File: config.mk
export PLATFORM = sky130hd
export DESIGN_NAME = can_tx_scheduler
export DESIGN_NICKNAME = d
export VERILOG_FILES = /design/src/rtl/can_tx_scheduler.sv
export SDC_FILE = /design/constraint.sdc
export NUM_CORES = 1
export LEC_CHECK = 0
export ABC_AREA = 1
export BUFFER_PORTS_ARGS = -buffer_cell sky130_fd_sc_hd__buf_2
export CAP_MARGIN = 30
export CORE_ASPECT_RATIO = 1.75
export CORE_MARGIN = 2
export CORE_UTILIZATION = 50
export DETAILED_ROUTE_END_ITERATION = 10
export MAX_ROUTING_LAYER = met4
export PLACE_DENSITY = 0.83
export SLEW_MARGIN = 10
export SYNTH_ARGS = -nofsm -noshare
export SYNTH_HDL_FRONTEND = slang
export SYNTH_SLANG_ARGS = --single-unit
File: constraint.sdc
create_clock -name i_Clock -period 5.5 [get_ports i_Clock]
set_clock_uncertainty 0.2 [all_clocks]
set_input_delay 0.825 -clock i_Clock [delete_from_list [all_inputs] [get_ports i_Clock]]
set_output_delay 0.825 -clock i_Clock [all_outputs]
set_load 0.01 [all_outputs]
File: src/rtl/can_tx_scheduler.sv
// CAN transmit scheduler: lowest-ID mailbox arbitration, bus-idle wait, retry/abort (watchdog under CAN_SCHED_TIMEOUT_EN).
// Latency: request sampled at edge t -> grant after t+2, o_Tx_Start pulse after t+3; all outputs registered.
// Backpressure: requests wait until the bus is idle; a grant stays frozen from SELECT until Done, abort or reset.
module can_tx_scheduler #(
   parameter int NUM_MB       = 4,
   parameter int ID_W         = 11,
   parameter int CLKS_PER_BIT = 10,
   parameter int IDLE_BITS    = 11,
   parameter int MAX_RETRY    = 15,
   parameter int TIMEOUT_BITS = 160
) (
   input  logic                   i_Clock,
   input  logic                   i_Reset_n,
   input  logic                   i_Rx_Serial,
   input  logic [NUM_MB-1:0]      i_Req,
   input  logic [NUM_MB*ID_W-1:0] i_Id,
   output logic [NUM_MB-1:0]      o_Grant,
   output logic                   o_Tx_Start,
   output logic [ID_W-1:0]        o_Tx_Id,
   input  logic                   i_Tx_Done,
   input  logic                   i_Tx_Lost,
   output logic [NUM_MB-1:0]      o_Ack,
   output logic [NUM_MB-1:0]      o_Abort,
   output logic                   o_Busy
);

   typedef enum logic [2:0] {S_IDLE, S_WAIT_BUS, S_SELECT, S_START, S_ACTIVE} state_t;

   localparam int IDLE_MAX = IDLE_BITS * CLKS_PER_BIT;
   localparam int IC_W     = $clog2(IDLE_MAX + 1);

   state_t                   state, next_state;
   logic                     rx_meta, rx_sync;
   logic [IC_W-1:0]          idle_cnt;
   logic                     bus_idle;
   logic [NUM_MB-1:0]        req_q, blocked, eligible;
   logic [NUM_MB*ID_W-1:0]   id_q;
   logic [NUM_MB-1:0]        win_oh;
   logic [ID_W-1:0]          win_id;
   logic                     win_found;
   logic [7:0]               retry, retry_inc, retry_d;
   logic                     retry_limit, done_ev, lost_ev, wd_expired;
   logic [NUM_MB-1:0]        grant_d, ack_d, abort_d, blocked_d;
   logic [ID_W-1:0]          tx_id_d;

   // Idle is measured on the synchronized receive line; reset forces a full idle window.
   always_ff @(posedge i_Clock or negedge i_Reset_n) begin
      if (!i_Reset_n) begin
         rx_meta  <= 1'b1;
         rx_sync  <= 1'b1;
         idle_cnt <= '0;
      end else begin
         rx_meta <= i_Rx_Serial;
         rx_sync <= rx_meta;
         if (!rx_sync)
            idle_cnt <= '0;
         else if (!bus_idle)
            idle_cnt <= idle_cnt + IC_W'(1);
      end
   end
   assign bus_idle = (idle_cnt == IC_W'(IDLE_MAX));

   always_ff @(posedge i_Clock or negedge i_Reset_n) begin
      if (!i_Reset_n) begin
         req_q <= '0;
         id_q  <= '0;
      end else begin
         req_q <= i_Req;
         id_q  <= i_Id;
      end
   end

   assign eligible = req_q & ~blocked;

   // Strict less-than keeps the lowest index on equal identifiers.
   always_comb begin
      win_oh    = '0;
      win_id    = '0;
      win_found = 1'b0;
      for (int k = 0; k < NUM_MB; k++) begin
         if (eligible[k] && (!win_found || id_q[k*ID_W +: ID_W] < win_id)) begin
            win_found = 1'b1;
            win_id    = id_q[k*ID_W +: ID_W];
            win_oh    = NUM_MB'(1) << k;
         end
      end
   end

`ifdef CAN_SCHED_TIMEOUT_EN
   localparam int WD_MAX = TIMEOUT_BITS * CLKS_PER_BIT;
   localparam int WD_W   = $clog2(WD_MAX + 1);
   logic [WD_W-1:0] wd_cnt;

   always_ff @(posedge i_Clock or negedge i_Reset_n) begin
      if (!i_Reset_n)
         wd_cnt <= '0;
      else if (state != S_ACTIVE)
         wd_cnt <= '0;
      else
         wd_cnt <= wd_cnt + WD_W'(1);
   end
   assign wd_expired = (state == S_ACTIVE) && (wd_cnt == WD_W'(WD_MAX - 1));
`else
   assign wd_expired = 1'b0;
`endif

   assign done_ev     = (state == S_ACTIVE) && i_Tx_Done;
   assign lost_ev     = (state == S_ACTIVE) && !i_Tx_Done && (i_Tx_Lost || wd_expired);
   assign retry_inc   = (retry == 8'hFF) ? retry : retry + 8'd1;
   assign retry_limit = (retry_inc >= 8'(MAX_RETRY));

   always_ff @(posedge i_Clock or negedge i_Reset_n) begin
      if (!i_Reset_n)
         state <= S_IDLE;
      else
         state <= next_state;
   end

   always_comb begin
      next_state = state;
      case (state)
         S_IDLE:     if (|eligible) next_state = S_WAIT_BUS;
         S_WAIT_BUS: begin
            if (!(|eligible))
               next_state = S_IDLE;
            else if (bus_idle)
               next_state = S_SELECT;
         end
         S_SELECT:   next_state = (|(o_Grant & eligible)) ? S_START : S_IDLE;
         S_START:    next_state = S_ACTIVE;
         S_ACTIVE: begin
            if (done_ev)
               next_state = S_IDLE;
            else if (lost_ev)
               next_state = retry_limit ? S_IDLE : S_WAIT_BUS;
         end
         default:    next_state = S_IDLE;
      endcase
   end

   always_comb begin
      grant_d   = o_Grant;
      tx_id_d   = o_Tx_Id;
      ack_d     = '0;
      abort_d   = '0;
      retry_d   = retry;
      blocked_d = blocked & i_Req;
      if (state == S_WAIT_BUS && next_state == S_SELECT) begin
         grant_d = win_oh;
         tx_id_d = win_id;
         if (win_oh != o_Grant)
            retry_d = '0;
      end
      if (done_ev)
         ack_d = o_Grant;
      if (lost_ev) begin
         if (retry_limit) begin
            abort_d   = o_Grant;
            blocked_d = blocked_d | o_Grant;
            retry_d   = '0;
         end else begin
            retry_d = retry_inc;
         end
      end
      if (next_state == S_IDLE)
         grant_d = '0;
   end

   always_ff @(posedge i_Clock or negedge i_Reset_n) begin
      if (!i_Reset_n) begin
         o_Grant    <= '0;
         o_Tx_Id    <= '0;
         o_Tx_Start <= 1'b0;
         o_Busy     <= 1'b0;
         o_Ack      <= '0;
         o_Abort    <= '0;
         retry      <= '0;
         blocked    <= '0;
      end else begin
         o_Grant    <= grant_d;
         o_Tx_Id    <= tx_id_d;
         o_Tx_Start <= (next_state == S_START);
         o_Busy     <= (next_state == S_START) || (next_state == S_ACTIVE);
         o_Ack      <= ack_d;
         o_Abort    <= abort_d;
         retry      <= retry_d;
         blocked    <= blocked_d;
      end
   end

endmodule

==> impl_metrics.yaml, run 1 <==
placement:
  portBuffers: 77
  post_dp_cell_area_mm2: 0.005086
  placedCellCount: 681
  dpl.hpwl_um: 7481
  gp_congestion: 0.9165
sta:
  relSlewSlack_pct: 52.94
  setup_viol: 20
  hold_violations: 0
  tightestPinTransition_ns: 0.7039
  whs_ns: 0.1568
  drv_slew: 0
  period_share_pct: 105.3
  fmax_mhz: 172.7
  period_minus_slack_ns: 5.790
  rsz0062_at_grt: "true"
  setup_slack_ns: -0.2895
yosys:
  syn_inst: 486
  ys_types: 41
  synth_commonest_cells: "115 x nand2_1, 95 x dfrtp_1, 51 x inv_1"
  synth_top_area_cell: "dfrtp_1"
  synth_nets: 572
  async_flop_share_pct: 100.0
  synth_area_mm2: 0.004521
  yosysMostFrequentCell: "nand2_1"
  synthFlopType: "dfrtp_1"
  yosysTopAreaCellShare_pct: 52.59
  synthTopCellsByArea: "dfrtp_1 53%, nand2_1 9.5%, ha_1 9.1%, inv_1 4.2%, o21ai_0 3.5%"
  yosysSeqAreaShare_pct: 53.75
  ys_ff_latch: 97
  synth_edf_count: 0
  yosys_warnings: 0
  syn_area_per_cell_um2: 9.302
setup_path:
  worstSetupStartpoint: "blocked[0]"
  r2r_slack_ns: -0.29
  path_buf_inv: 11
  cpMostUsedCell: "nand2_1"
  critPathCaptureType: "flip-flop"
  critPathLaunchType: "flip-flop"
  r2r_start: "blocked[0]"
  r2r_cells: 42
  r2r-end: "o_Tx_Id[6]"
  crit_type: "flip-flop to flip-flop"
  crit_family: "simple AND/OR/NAND/NOR gates"
  cp_slowest_stage_delay_ns: 0.40
  slowest_stage: "dfrtp_1"
  cp-endpoint: "o_Tx_Id[6]"
  path_depth: 42
  cp.arrival_ns: 5.88
  cp.required_ns: 5.59
  worstPathMaxFanout: 11
layout:
  areaGrowthSynthToFinish_pct: 38.80
  multi_input_area_mm2: 0.002466
  fin_nets: 689
  fillers: 542
  layout-drive-gt1-share_pct: 41.28
  fin_cells: 725
  diodes: 0
  design_area_mm2: 0.006275
  register_area_mm2: 0.002430
run:
  cap_violations: 0
clock_network:
  clockBufferDepth: 2
  cts_tree: "yes"
  htreeDepth: 3
  cts-root-buf: "clkbuf_16"
  worstSkewPairLatency_ns: 0.35
  clk_pin_slew_ns: 0.06
  cts.sink_count: 97
  cts_inserted_buffers: 9
die:
  dieArea_mm2: 0.009847
  rows: 45
  pin_count: 78
  core_mm2: 0.008727
  start_util_pct: 51.80
  die_w_um: 75.88
  die_height_um: 129.8
global_route:
  antenna_found_initial: 0
  grt_max_degree: 52
  grtUsageTotal_pct: 25.60
  grt_pass1_wl_um: 18130
  gr-total-overflow: 0
  grt_pass1_vias: 4011
route:
  wl_per_cell_um: 19.57
  vias_per_cell: 5.753
  drtPass1Iterations: 5
  drtIter0Drc: 442
  vias: 4171
  antenna_left: 0
  drc: 0
  wl_um: 14190
power_and_ir_drop:
  peakVddDrop_uv: 282.7
  powerDensity_mw_per_mm2: 290.5
  power_mw: 1.823
  power_leakage_nw: 3.113
status:
  status: "finished, violations left"
  violations: "setup timing"
hold_path:
  hold_class: "flip-flop to flip-flop"
## worst min path at each step
| stage | endpoint | slack, ns | cells past startpoint | startpoint |
|---|---|---|---|---|
| after floorplan | rx_sync | 0.15 | 0 | rx_meta |
| after global placement | rx_sync | 0.15 | 0 | rx_meta |
| after detailed placement | rx_sync | 0.15 | 0 | rx_meta |
| after CTS | rx_sync | 0.16 | 0 | rx_meta |
| after global routing | rx_sync | 0.16 | 0 | rx_meta |
| final | rx_sync | 0.16 | 0 | rx_meta |
## final cells by class
type	instances	area share, %
multi-input cells	329	39.30
flip-flops and latches	97	38.72
repair buffers	112	11.07
clock buffers	12	4.247
inverters	53	3.430
well taps	117	2.333
clock inverters	4	0.7777
repair inverters	1	0.1196
## metal layers
metal	vias to the layer above	GRT usage [%]	part of all wire, %
met4	0	16.00	7.6
met1	1977	25.67	34
li1	1841	-	-
met3	104	5.560	5.9
met5	-	-	0
met2	249	43.41	53
## stage by stage
stage               setup TNS (ns)  util, %  worst slack, ns
CTS                       -0.03970    65.39         -0.01767
global placement          -0.02368    58.28        -0.007961
finish                      -3.648    71.90          -0.2895
global route                -6.995    71.90          -0.4296
detailed placement          -4.400    58.28          -0.3222
floorplan                        0        -          0.05770
## placed cells by master (no fill, tap or decap), types with 6 or more instances in the layout
| cell type | n |
|---|---|
| a21oi_1 | 20 |
| a21oi_2 | 8 |
| buf_2 | 76 |
| buf_4 | 29 |
| clkbuf_16 | 9 |
| dfrtp_1 | 95 |
| ha_1 | 13 |
| ha_4 | 19 |
| inv_1 | 43 |
| inv_2 | 6 |
| nand2_1 | 80 |
| nand2_2 | 31 |
| nand2_4 | 15 |
| nand3_1 | 14 |
| nand4_1 | 7 |
| nor2_1 | 28 |
| nor3_1 | 10 |
| o21ai_0 | 10 |
| o21ai_1 | 8 |
| o21ai_2 | 15 |
## sequential cells by signal, indices dropped and copies added (netlist names)
name        count
id_q           44
o_Tx_Id        11
retry           8
idle_cnt        7
blocked         4
o_Abort         4
o_Ack           4
o_Grant         4
req_q           4
state           3
o_Busy          1
o_Tx_Start      1
rx_meta         1
rx_sync         1
## kinds of logic after synthesis
group           share of synthesized area (%)
simple gates                            19.57
flops                                   53.75
mux                                    0.2491
compound gates                          10.77
buf+inv                                 5.369
fa+ha+maj                               9.134
xor+xnor                                1.162
## where the power goes
group | internal [mW] | total, mW | switching (mW)
registers | 0.738 | 0.763 | 0.0250
clock network | 0.389 | 0.655 | 0.266
logic | 0.170 | 0.404 | 0.235
## repair_timing
item	CTS	global route
pin swaps	27	45
resized for setup	60	103
gates cloned	3	0
buffers inserted	16	10
endpoints found under the setup margin	23	23
hold buffers	0	0
Note: power is estimated with default switching activity, not from simulation.
==> run 2: changes to the inputs <==
--- a/config.mk
+++ b/config.mk
@@ -13,7 +13,8 @@
 export CORE_UTILIZATION = 50
 export DETAILED_ROUTE_END_ITERATION = 10
 export MAX_ROUTING_LAYER = met4
-export PLACE_DENSITY = 0.83
+export PLACE_DENSITY = 0.75
+export SKIP_LAST_GASP = 1
 export SLEW_MARGIN = 10
 export SYNTH_ARGS = -nofsm -noshare
 export SYNTH_HDL_FRONTEND = slang
==> impl_metrics.yaml, run 2 (synthesized netlist as in run 1, its figures left out) <==
status:
  status: "finished, violations left"
  violations: "setup timing"
global_route:
  antenna_found_initial: 0
  gr-total-overflow: 0
  grt_max_degree: 53
  grt_pass1_vias: 3575
  grt_pass1_wl_um: 15970
  grtUsageTotal_pct: 22.42
layout:
  largest_reg_flops: 44
  layout_common_cells: "95 x dfrtp_1, 90 x nand2_1, 76 x buf_2"
  fin_nets: 681
  reg_top3: "id_q (44), o_Tx_Id (11), retry (8)"
  layout-drive-gt1-share_pct: 34.83
  diodes: 0
  largest_register: "id_q"
  areaGrowthSynthToFinish_pct: 33.49
  final_common_cell: "dfrtp_1"
setup_path:
  cp.arrival_ns: 5.70
  r2r_cells: 43
  r2r_start: "blocked[0]"
  r2r-end: "retry[2]"
  critPathLaunchType: "flip-flop"
  slowest_stage: "dfrtp_1"
  crit_type: "flip-flop to flip-flop"
  r2r_slack_ns: -0.15
  critPathCaptureType: "flip-flop"
  crit_family: "simple AND/OR/NAND/NOR gates"
  cp_slowest_stage_delay_ns: 0.39
  worstPathMaxFanout: 6
  path_buf_inv: 7
  cp.required_ns: 5.55
  cpMostUsedCell: "nand2_1"
sta:
  whs_ns: 0.1577
  fmax_mhz: 177.0
  rsz0062_at_grt: "true"
  hold_violations: 0
  setup_slack_ns: -0.1513
  period_minus_slack_ns: 5.651
  tightestPinTransition_ns: 0.7019
  drv_slew: 0
  setup_viol: 13
  relSlewSlack_pct: 53.07
  period_share_pct: 102.8
clock_network:
  cts.sink_count: 97
  cts_tree: "yes"
  cts-root-buf: "clkbuf_16"
  worstSkewPairLatency_ns: 0.35
  clockBufferDepth: 2
  clk_pin_slew_ns: 0.07
  htreeDepth: 3
  cts_inserted_buffers: 9
die:
  die_height_um: 129.8
  die_w_um: 75.88
  start_util_pct: 51.80
  dieArea_mm2: 0.009847
  pin_count: 78
  rows: 45
  core_mm2: 0.008727
hold_path:
  hold_class: "flip-flop to flip-flop"
  holdPathEnd: "rx_sync"
  holdPathStages: 0
  hp-start: "rx_meta"
run:
  cap_violations: 0
route:
  wl_per_cell_um: 15.90
  vias_per_cell: 5.370
  vias: 3850
  antenna_left: 0
  drtIter0Drc: 268
  drc: 0
  wl_um: 11400
  drtPass1Iterations: 5
power_and_ir_drop:
  power_leakage_nw: 3.048
  peakVddDrop_uv: 332.1
  powerDensity_mw_per_mm2: 306.1
  power_mw: 1.847
placement:
  dpl.hpwl_um: 7400
  portBuffers: 77
  place_ws_ns: -0.1444
  gp_congestion: 0.9458
==> run 2: worst reg2reg max path: cells and delay by family, from the launching register on <==
family / cells / cell delay (ns)
and+or+nand+nor: 29 / 2.48
DFF: 1 / 0.39
adders and majority gates: 3 / 0.86
buffers and inverters: 7 / 0.88
AOI/OAI and AO/OA: 4 / 0.72
==> run 2: report_power, final <==
part           internal (mW)  leakage (nW)  switching [mW]
Combinational          0.130          1.63           0.190
Sequential             0.738          1.23          0.0211
Clock                  0.514         0.186           0.254
==> run 2: how the worst max path moves through the flow <==
stage / startpoint / to / slack, ns / depth (start not counted)
2_1_floorplan: blocked[0] / retry[3] / 0.06 / 45
3_3_place_gp: blocked[0] / retry[0] / -0.04 / 36
3_5_place_dp: blocked[0] / retry[0] / -0.14 / 40
4_1_cts: blocked[0] / retry[0] / 0.009 / 42
5_1_grt: blocked[0] / retry[2] / -0.47 / 44
6_report: blocked[0] / retry[2] / -0.15 / 43
==> run 2: stage by stage <==
| stage | instance area, µm² | setup TNS [ns] | std cells | utilization (%) |
|---|---|---|---|---|
| finish | 6035 | -1.178 | 717 | 69.15 |
| detailed placement | 5091 | -0.8024 | 680 | 58.34 |
| floorplan | 4522 | 0 | 486 | - |
| global placement | 5091 | -0.1528 | 680 | 58.34 |
| CTS | 5477 | 0 | 696 | 62.75 |
| global route | 6035 | -7.323 | 717 | 69.15 |
==> run 2: metal layers <==
| metal | wire [µm] | global-route usage, % |
|---|---|---|
| met3 | 518 | 3.552 |
| met2 | 6463 | 38.59 |
| met1 | 3912 | 23.64 |
| met4 | 507 | 12.28 |
| met5 | 0 | - |
==> run 2: area by class of cell <==
cell class                 count  area, µm²
multi-input combinational    330       2252
clock buffer                  11      252.7
timing repair buffer         101      588.1
tap                          117      146.4
fill                         640       2693
sequential                    97       2430
inverter                      53      220.2
timing repair inverter         3      20.02
clock inverter                 5      125.1
==> run 2: timing repair <==
action,CTS,global route
hold buffers,0,0
hold endpoints to repair,0,0
setup endpoints to repair,18,23
gates resized for setup,6,102
pin swaps,0,40
cloned,0,6
setup buffers,0,15
==> run 3: changes to the inputs <==
--- a/config.mk
+++ b/config.mk
@@ -10,10 +10,9 @@
 export CAP_MARGIN = 30
 export CORE_ASPECT_RATIO = 1.75
 export CORE_MARGIN = 2
-export CORE_UTILIZATION = 50
+export CORE_UTILIZATION = 40
 export DETAILED_ROUTE_END_ITERATION = 10
 export MAX_ROUTING_LAYER = met4
-export PLACE_DENSITY = 0.75
 export SKIP_LAST_GASP = 1
 export SLEW_MARGIN = 10
 export SYNTH_ARGS = -nofsm -noshare
==> impl_metrics.yaml, run 3 (synthesized netlist as in run 1, its figures left out) <==
status:
  status: "completed"
setup_path:
  cpMostUsedCell: "nand2_2"
  r2r_start: "blocked[0]"
  cp_slowest_stage_delay_ns: 0.40
  cp.arrival_ns: 5.37
  critPathLaunchType: "flip-flop"
  cp.required_ns: 5.53
  worstSetupStartpoint: "blocked[0]"
  worstPathMaxFanout: 7
  slowest_stage: "dfrtp_1"
  critPathCaptureType: "flip-flop"
  crit_type: "flip-flop to flip-flop"
layout:
  layout_common_cells: "95 x dfrtp_1, 89 x nand2_1, 76 x buf_2"
  reg_top3: "id_q (44), o_Tx_Id (11), retry (8)"
  largest_register: "id_q"
  largest_reg_flops: 44
  layout-drive-gt1-share_pct: 37.05
  final_common_cell: "dfrtp_1"
  fin_nets: 691
  areaGrowthSynthToFinish_pct: 36.40
  design_area_mm2: 0.006166
  diodes: 0
die:
  pin_count: 78
  dieArea_mm2: 0.01220
  die_height_um: 144.6
  core_mm2: 0.01110
  start_util_pct: 40.71
  die_w_um: 84.36
  rows: 51
sta:
  period_minus_slack_ns: 5.337
  rsz0062_at_grt: "true"
  period_share_pct: 97.04
  tightestPinTransition_ns: 0.7728
  relSlewSlack_pct: 48.34
  hold_violations: 0
  fmax_mhz: 187.4
  tns_ns: 0
  drv_slew: 0
  setup_viol: 0
clock_network:
  worstSkewPairLatency_ns: 0.34
  clockBufferDepth: 2
  ctsHoldBuffers: 0
  cts_inserted_buffers: 9
  clk_pin_slew_ns: 0.07
  cts-root-buf: "clkbuf_16"
  cts_tree: "yes"
  htreeDepth: 3
  cts.sink_count: 97
route:
  drtIter0Drc: 141
  vias: 3757
  wl_um: 11410
  antenna_left: 0
  drtPass1Iterations: 4
  wl_per_cell_um: 15.38
  vias_per_cell: 5.063
  drc: 0
global_route:
  grt_pass1_wl_um: 17270
  grt_max_degree: 57
  antenna_found_initial: 0
  gr-total-overflow: 0
  grt_pass1_vias: 3860
  grtUsageTotal_pct: 18.90
run:
  cap_violations: 0
hold_path:
  hold_class: "flip-flop to flip-flop"
  hp-start: "rx_meta"
placement:
  post_dp_cell_area_mm2: 0.005240
  gp_congestion: 0.9026
  portBuffers: 77
  dpl.hpwl_um: 8419
power_and_ir_drop:
  powerDensity_mw_per_mm2: 281.8
  power_leakage_nw: 3.066
  peakVddDrop_uv: 214.3
run 3: cell count changes in the layout (fill, tap and decap cells not counted), sizes merged:
cell,before,now
clkinvlp,3,4
clkbuf,11,10
inv,49,51
bufinv,4,1
buf,101,112
run 3: through the flow:
step           cells  setup WS, ns  util, %  hold WS [ns]  power [mW]
2_1_floorplan    486       0.05770        -        0.1452      0.9137
3_3_place_gp     714       -0.2991    47.19        0.1485       1.013
3_5_place_dp     714       -0.3868    47.19        0.1485       1.019
4_1_cts          734       0.01441    50.34        0.1579       1.652
5_1_grt          742       -0.2213    55.53        0.1638       1.828
6_report         742        0.1628    55.53        0.1565       1.738
run 3: timing repair:
action / in CTS / in global routing
resized for setup: 14 / 120
pin swaps: 1 / 27
cloned: 3 / 2
setup endpoints to repair: 22 / 23
setup buffers: 1 / 6
run 3: path summary, 6_finish.rpt:
kind	end	slack (ns)	depth (start not counted)
worst max-delay path	retry[1]	0.16	40
worst min-delay path	rx_sync	0.16	0
worst max register to register	retry[1]	0.16	40
worst min register to register	rx_sync	0.16	0
max in group asynchronous	o_Grant[2]	3.79	2
min in group asynchronous	id_q[40]	0.25	1
run 3: area by class of cell:
cell class                 instances  area [µm²]
fill                            1007        4937
clock buffer                      10       229.0
multi-input combinational        330        2379
clock inverter                     6       68.82
tap                              132       165.2
sequential                        97        2430
timing repair inverter             2       15.01
inverter                          53       210.2
timing repair buffer             112       669.4
run 3: worst max-delay path: cells and delay by family, from the launching register on:
family / cells / cell delay [ns]
simple gates: 28 / 2.65
fa+ha+maj: 3 / 0.88
buf+inv: 5 / 0.56
compound gates: 4 / 0.51
flops: 1 / 0.40
run 3: power breakdown:
part           internal [mW]  total (mW)  leakage [nW]  switching (mW)
registers              0.738       0.759          1.23          0.0213
clock network          0.354       0.618         0.143           0.264
logic                  0.156       0.360          1.69           0.204
run 3: layer usage:
layer | vias up | wire length [µm] | GRT usage (%)
li1 | 1849 | - | -
met1 | 1793 | 4018 | 17.76
met2 | 89 | 6585 | 34.59
met3 | 26 | 388 | 3.596
met4 | 0 | 422 | 12.53
met5 | - | 0 | -
